**src/rtl/mem_access_unit.sv**
```systemverilog
// Load/store access unit: issues one aligned bus request per memory op, waits for the
// ack (bounded by a timeout), and drives writeback for loads and non-memory passthrough.
module mem_access_unit #(
   parameter int unsigned DATA_W      = 32,
   parameter int unsigned ADDR_W      = 32,
   parameter int unsigned RADDR_W     = 5,
   parameter int unsigned TIMEOUT_CYC = 16
) (
   input  logic                  clk,
   input  logic                  rst,
   input  logic                  Valid_i,
   input  logic [3:0]            MemOp_i,
   input  logic [ADDR_W-1:0]     Addr_i,
   input  logic [DATA_W-1:0]     StoreData_i,
   input  logic [DATA_W-1:0]     WriteData_i,
   input  logic                  WriteReg_i,
   input  logic [RADDR_W-1:0]    WriteDataAddr_i,
   output logic                  MemReq_o,
   output logic                  MemWE_o,
   output logic [DATA_W/8-1:0]   MemBE_o,
   output logic [ADDR_W-1:0]     MemAddr_o,
   output logic [DATA_W-1:0]     MemWData_o,
   input  logic                  MemAck_i,
   input  logic [DATA_W-1:0]     MemRData_i,
   output logic                  Stall_o,
   output logic                  WriteReg_o,
   output logic [RADDR_W-1:0]    WriteDataAddr_o,
   output logic [DATA_W-1:0]     WriteData_o,
   output logic                  Misalign_o,
   output logic                  Timeout_o
);

   localparam int unsigned BE_W  = DATA_W / 8;
   localparam int unsigned LSB_W = $clog2(BE_W);
   localparam int unsigned CNT_W = $clog2(TIMEOUT_CYC + 1);

   typedef enum logic [1:0] {StIdle, StBusy, StDone} state_e;

   state_e state_q, state_d;

   logic [CNT_W-1:0]   cnt_q;
   logic [2:0]         funct3_q;
   logic               store_q;
   logic [LSB_W-1:0]   off_q;
   logic [RADDR_W-1:0] rd_q;

   logic               is_mem, is_half, is_word, misalign, issue, timeout;
   logic [3:0]         be_base;
   logic [BE_W-1:0]    be_new;
   logic [DATA_W-1:0]  wdat_new, lane, load_ext;

   logic               req_d, we_d, wreg_d, mis_d, to_d;
   logic [BE_W-1:0]    be_d;
   logic [ADDR_W-1:0]  addr_d;
   logic [DATA_W-1:0]  wdat_d, wbd_d;
   logic [RADDR_W-1:0] wrd_d;

   // Decode the incoming op: size, alignment, lane enables and replicated store data.
   always_comb begin
      is_mem   = (MemOp_i != 4'b1111);
      is_half  = (MemOp_i[1:0] == 2'b01);
      is_word  = MemOp_i[1];
      misalign = (is_half && Addr_i[0]) || (is_word && (Addr_i[1:0] != 2'b00));
      issue    = (state_q == StIdle) && Valid_i && is_mem && !misalign;
      timeout  = (cnt_q == CNT_W'(TIMEOUT_CYC - 1));
      be_base  = is_word ? 4'hF : (is_half ? 4'h3 : 4'h1);
      be_new   = BE_W'(be_base) << Addr_i[LSB_W-1:0];
      if (is_word)      wdat_new = {(DATA_W/32){StoreData_i[31:0]}};
      else if (is_half) wdat_new = {(DATA_W/16){StoreData_i[15:0]}};
      else              wdat_new = {(DATA_W/8){StoreData_i[7:0]}};
   end

   // Shift the addressed lane down and extend it according to the latched funct3.
   always_comb begin
      lane = MemRData_i >> {off_q, 3'b000};
      case (funct3_q)
         3'b000:  load_ext = DATA_W'($signed(lane[7:0]));
         3'b001:  load_ext = DATA_W'($signed(lane[15:0]));
         3'b100:  load_ext = DATA_W'(lane[7:0]);
         3'b101:  load_ext = DATA_W'(lane[15:0]);
         default: load_ext = DATA_W'($signed(lane[31:0]));
      endcase
   end

   // Upstream hold; forced low while reset is asserted.
   assign Stall_o = rst && (issue || (state_q == StBusy));

   // State register.
   always_ff @(posedge clk or negedge rst) begin
      if (!rst) state_q <= StIdle;
      else      state_q <= state_d;
   end

   // Next-state logic; ack wins over a timeout landing in the same cycle.
   always_comb begin
      state_d = state_q;
      unique case (state_q)
         StIdle: if (issue) state_d = StBusy;
         StBusy: begin
            if (MemAck_i)     state_d = StDone;
            else if (timeout) state_d = StIdle;
         end
         StDone: state_d = StIdle;
         default: state_d = StIdle;
      endcase
   end

   // Next values of the registered outputs; bus fields hold unless a new op issues.
   always_comb begin
      req_d  = 1'b0;
      we_d   = MemWE_o;
      be_d   = MemBE_o;
      addr_d = MemAddr_o;
      wdat_d = MemWData_o;
      wreg_d = 1'b0;
      wrd_d  = WriteDataAddr_o;
      wbd_d  = WriteData_o;
      mis_d  = 1'b0;
      to_d   = 1'b0;
      unique case (state_q)
         StIdle: begin
            if (Valid_i) begin
               if (!is_mem) begin
                  wreg_d = WriteReg_i;
                  wrd_d  = WriteDataAddr_i;
                  wbd_d  = WriteData_i;
               end else if (misalign) begin
                  mis_d = 1'b1;
               end else begin
                  req_d  = 1'b1;
                  we_d   = MemOp_i[3];
                  be_d   = be_new;
                  addr_d = {Addr_i[ADDR_W-1:LSB_W], {LSB_W{1'b0}}};
                  wdat_d = wdat_new;
               end
            end
         end
         StBusy: begin
            if (MemAck_i) begin
               if (!store_q) begin
                  wreg_d = 1'b1;
                  wrd_d  = rd_q;
                  wbd_d  = load_ext;
               end
            end else if (timeout) begin
               to_d = 1'b1;
            end else begin
               req_d = 1'b1;
            end
         end
         default: ;
      endcase
   end

   // Registered outputs.
   always_ff @(posedge clk or negedge rst) begin
      if (!rst) begin
         MemReq_o        <= 1'b0;
         MemWE_o         <= 1'b0;
         MemBE_o         <= '0;
         MemAddr_o       <= '0;
         MemWData_o      <= '0;
         WriteReg_o      <= 1'b0;
         WriteDataAddr_o <= '0;
         WriteData_o     <= '0;
         Misalign_o      <= 1'b0;
         Timeout_o       <= 1'b0;
      end else begin
         MemReq_o        <= req_d;
         MemWE_o         <= we_d;
         MemBE_o         <= be_d;
         MemAddr_o       <= addr_d;
         MemWData_o      <= wdat_d;
         WriteReg_o      <= wreg_d;
         WriteDataAddr_o <= wrd_d;
         WriteData_o     <= wbd_d;
         Misalign_o      <= mis_d;
         Timeout_o       <= to_d;
      end
   end

   // Wait counter and the op fields needed to finish the transaction.
   always_ff @(posedge clk or negedge rst) begin
      if (!rst) begin
         cnt_q    <= '0;
         funct3_q <= '0;
         store_q  <= 1'b0;
         off_q    <= '0;
         rd_q     <= '0;
      end else begin
         cnt_q <= (state_q == StBusy) ? cnt_q + CNT_W'(1) : '0;
         if (issue) begin
            funct3_q <= MemOp_i[2:0];
            store_q  <= MemOp_i[3];
            off_q    <= Addr_i[LSB_W-1:0];
            rd_q     <= WriteDataAddr_i;
         end
      end
   end

endmodule
```
**config.mk**
```make
export PLATFORM = sky130hd
export DESIGN_NAME = mem_access_unit
export DESIGN_NICKNAME = d
export VERILOG_FILES = /design/src/rtl/mem_access_unit.sv
export SDC_FILE = /design/constraint.sdc
export NUM_CORES = 1
export LEC_CHECK = 0
export BUFFER_PORTS_ARGS = -buffer_cell sky130_fd_sc_hd__buf_2
export CAP_MARGIN = 5
export CORE_ASPECT_RATIO = 1.2
export CORE_UTILIZATION = 49
export DETAILED_ROUTE_END_ITERATION = 6
export PLACE_DENSITY = 0.92
export RECOVER_POWER = 100
export SLEW_MARGIN = 25
export SYNTH_ARGS = -nofsm -noshare
export SYNTH_HDL_FRONTEND = slang
export SYNTH_SLANG_ARGS = --single-unit
```
**constraint.sdc**
```tcl
create_clock -name clk -period 2.3 [get_ports clk]
set_input_delay 0.345 -clock clk [delete_from_list [all_inputs] [get_ports clk]]
set_output_delay 0.345 -clock clk [all_outputs]
set_load 0.1 [all_outputs]
```
Yosys cells after proc, flatten, opt, wreduce, memory -nomap -nowiden
Cells that the tools add are included.
{ "op_classes": {"shift": 2, "bitwise_logic": 1, "n_eq_ne": 13, "n_mux": 38, "n_reduce_logical": 16, "add_sub_neg": 1} }
{ "op_table": {"columns": ["op", "n"], "rows": [
  ["32-bit two-way mux", 6],
  ["32-bit case mux with 4 select lines", 1],
  ["32-bit case mux with 2 select lines", 1],
  ["32-bit by 5-bit right shift with 32-bit output", 1],
  ["5-bit two-way mux", 5],
  ["1-bit two-way mux", 16],
  ["2-bit inequality test (second input constant)", 5],
  ["5-bit case mux with 2 select lines", 1],
  ["2-bit two-way mux", 4],
  ["3-bit equality test (second input constant)", 2],
  ["1-bit logical AND", 6],
  ["5-bit by 1-bit adder with 5-bit output (second input constant)", 1],
  ["5-bit by 4-bit equality test with 1-bit output (second input constant)", 1],
  ["5-bit AND reduction", 1],
  ["2-bit by 1-bit equality test with 1-bit output (second input constant)", 2],
  ["4-bit two-way mux", 1],
  ["4-bit inequality test (second input constant)", 1],
  ["1-bit case mux with 2 select lines", 2],
  ["2-bit case mux with 2 select lines", 1],
  ["4-bit AND reduction", 1],
  ["2-bit nonzero test", 2],
  ["4-bit by 2-bit left shift with 4-bit output", 1],
  ["3-bit by 1-bit equality test with 1-bit output (second input constant)", 1],
  ["3-bit zero test", 1],
  ["6 further kinds", 7]
]} }
{ "totals": {"word_cells": 87, "ff_bits": 126, "output_inout_bits": 111} }

Depth between registers and ports, before layout
{ "depth": {"ltp_word": 7, "ltp_mapped": 8} }

Worst setup path before layout
No wires, ideal clock.
{ "synth_timing": {"path_type": "reg-to-output", "start": "register state_q[0]", "end": "output port Stall_o", "slack_ns": -1.005, "arrival_time_ns": 2.960, "stages_incl_launch_ff": 7, "path_buffers": 3, "cell_sequence": "dfrtp_1 -> or3b_1 -> a2111o_1 -> buf_6 -> buf_6 -> buf_6 -> a21boi_1"} }
{ "synth_between": {"elab_chain_cells": 6, "word_cells_on_any_way": 7, "classes_between": "1 x eq/ne; 6 x reduce/logical"} }
{ "synth_lines": {"columns": ["item", "line", "rtl"], "rows": [
  ["start, declared", "39", "state_e state_q, state_d;"],
  ["start signal, assigned", "90", "if (!rst) state_q <= StIdle;"],
  ["start signal, assigned", "91", "else state_q <= state_d;"],
  ["2-bit zero test", "64", "issue = (state_q == StIdle) && Valid_i && is_mem && !misalign;"],
  ["1-bit logical AND (3 in series)", "64", null],
  ["1-bit logical OR (*)", "86", "assign Stall_o = rst && (issue || (state_q == StBusy));"],
  ["1-bit logical AND (*)", "86", null],
  ["end, declared", "25", "output logic Stall_o,"]
]} }
Mark *: on every way between the ends. The rest lies on a longest branch, timed or not.

Worst setup path in the final report
Ends and elaborated chain as after synthesis.

==> results.ini <==
[worst_setup_path]
required_ns = 1.96
critPathCaptureType = primary output
cp.arrival_ns = 1.96
path_cells = or3b_4 > a2111o_2 > a21boi_4 > buf_12
cp_max_fo = 2
slowest_stage = or3b_4
cp-start-kind = register
cpPeakStageDelay_ns = 0.42
crit_type = reg2out

[route]
firstDrtPassIters = 6
vias = 5633
drc = 0
vias_per_cell = 5.60
wirelength_um = 18800
antenna_left = 0
wl_per_cell_um = 18.7
drt_iter0_markers = 339

[cts]
cts_made_buffers = 17
ctsHoldBuffers = 0
clkTransAtPathRegs_ns = 0.06
clock_latency_ns = 0.40
ctsHtreeMaxLevel = 4
cts_tree = done
clock-root-buffer = clkbuf_16
clock-sinks = 126
cts_max_path_buffers = 2

[run]
drv_cap = 1

[timing]
setup_viol = 1
worst_slack_ns = -0.00442
layout_worst_path_cycle_share = 1.00
rsz0062_at_grt = true
slew_violations = 127
tightest_slew_ns = 1.75
relSlewSlack = -0.166
period_minus_slack_ns = 2.30
timing.fmax_mhz = 434
finClkSkew_ns = 0.00729
hold_viol = 0

[floorplan]
core_sq_mm = 0.0128
start_util = 0.508
num_io_pins = 253
die-area_sq_mm = 0.0138
core.rowCount = 45
die_x_um = 107
die_h_um = 128

[yosys]
synthCells = 583
yosys-top-cells-area = dfrtp_1 48%, mux2_4 12%, mux2i_1 5.2%
synth_warnings = 0
synth_top_cell_by_area = dfrtp_1
yosysSeqAreaShare = 0.484
synth_area_sq_mm = 0.00652
synth.avg_cell_area_sq_um = 11.2
synth-edff-count = 0
synthDistinctLibCells = 50
ys.flop_type = dfrtp_1
ys_ff_latch = 126
async_flop_share = 1.00
synth_top_cell_area_share = 0.484

[finish]
nNetsFinal = 973
layout_common_cells = 142 x buf_2, 126 x dfrtp_1, 110 x clkbuf_1, 53 x nand2_1, 51 x mux2_1
insertedDiodeCount = 0
fin_area_sq_mm = 0.00820
drive_gt1_frac = 0.276
fill_cells = 1129
final_cells = 1006
final_common_cell = buf_2
synthToLayoutAreaGrowth_pct = 25.7

[global_routing]
grt_use_total = 0.273
antenna_found_initial = 0
gr-total-overflow = 0
grt_pass1_wl_um = 28600
grt_max_degree = 127
grt_pass1_vias = 5665

[place]
place_ws_ns = 0.124
hpwlAfterDp_um = 13700
numPortBuffers = 250
placed_cell_area_sq_mm = 0.00795
dp_cells = 971
gp_congestion = 0.928

[outcome]
violations = max-capacitance violations, max-slew violations, negative setup slack
status = complete, but fails checks

[hold_path]
hold_path_class = in2reg

## critical path, delay by kind of cell (launching register included)
family | cells | cell delay [ns]
AOI/OAI and AO/OA | 2 | 0.57
buffers and inverters | 1 | 0.19
DFF | 1 | 0.38
and+or+nand+nor | 1 | 0.42
## cell families after synthesis
family                     Yosys count  share of synthesized area
adders and majority gates            2                    0.00384
DFF                                126                      0.484
and+or+nand+nor                    138                      0.103
AOI/OAI and AO/OA                  152                      0.150
muxes                              108                      0.211
xor gates and xnor gates             2                    0.00269
other                                1                   0.000575
buffers and inverters               54                     0.0453
## worst paths after layout
| kind | cells past startpoint | endpoint | slack (ns) | startpoint |
|---|---|---|---|---|
| worst max register to register | 6 | WriteData_o[31] | 0.08 | state_q[0] |
| worst max-delay path | 4 | Stall_o | -0.004 | state_q[0] |
| max in group asynchronous | 2 | WriteData_o[23] | 0.59 | rst |
| min in group asynchronous | 2 | WriteData_o[5] | 0.54 | rst |
| worst min register to register | 1 | cnt_q[0] | 0.47 | cnt_q[0] |
| worst min-delay path | 2 | MemAddr_o[19] | 0.15 | Addr_i[19] |
## registers in the layout (all words and copies together), names as in the netlist, 2 cells and up
signal and count:
state_q 2, MemWData_o 32, off_q 2, rd_q 5, funct3_q 3, WriteDataAddr_o 5
WriteData_o 32, MemBE_o 4, cnt_q 5, MemAddr_o 30
## synthesized netlist by cell type (all sizes together), types with 2 or more instances
| master | n |
|---|---|
| and2 | 10 |
| a2bb2oi | 7 |
| nand3b | 7 |
| o31ai | 12 |
| o221ai | 2 |
| nand3 | 23 |
| nor2 | 18 |
| nor3 | 3 |
| clkbuf | 27 |
| o21ai | 42 |
| buf | 24 |
| o211ai | 8 |
| o21a | 2 |
| mux2i | 34 |
| a221oi | 7 |
| nor2b | 10 |
| nor3b | 2 |
| nand2b | 3 |
| nand2 | 53 |
| mux2 | 73 |
| inv | 3 |
| a211oi | 7 |
| dfrtp | 126 |
| ha | 2 |
| a21oi | 43 |
| or2 | 4 |
| a22o | 16 |
## metrics by stage
step,hold slack [ns],setup TNS (ns),utilization
2_1_floorplan,0.0494,-0.110,-
3_3_place_gp,0.453,0,0.619
3_5_place_dp,0.458,0,0.619
4_1_cts,0.155,-0.0601,0.668
5_1_grt,0.145,-0.457,0.638
6_report,0.152,-0.00442,0.638
## metal layers
layer,routed length (um),global-route usage,vias up
met2,9490,0.490,300
met1,7190,0.304,2699
met3,1570,0.0765,35
li1,-,-,2599
met5,0,0,-
met4,537,0.110,0
## layout make-up
cell class                 count  area [sq um]  area share
timing repair buffer         277          1330       0.162
clock buffer                  18           439      0.0536
tap                          164           205      0.0250
clock inverter                14           156      0.0191
multi-input combinational    404          2900       0.354
inverter                       3          11.3     0.00137
sequential                   126          3150       0.385
## timing repair
action,in CTS,in global routing
endpoints found under the setup margin,1,1
pin swaps,3,1
resized for setup,1,0
setup buffers,3,0
Power is not shown: default switching activity piles up to over one toggle a cycle in this logic, so the estimate is an artifact.
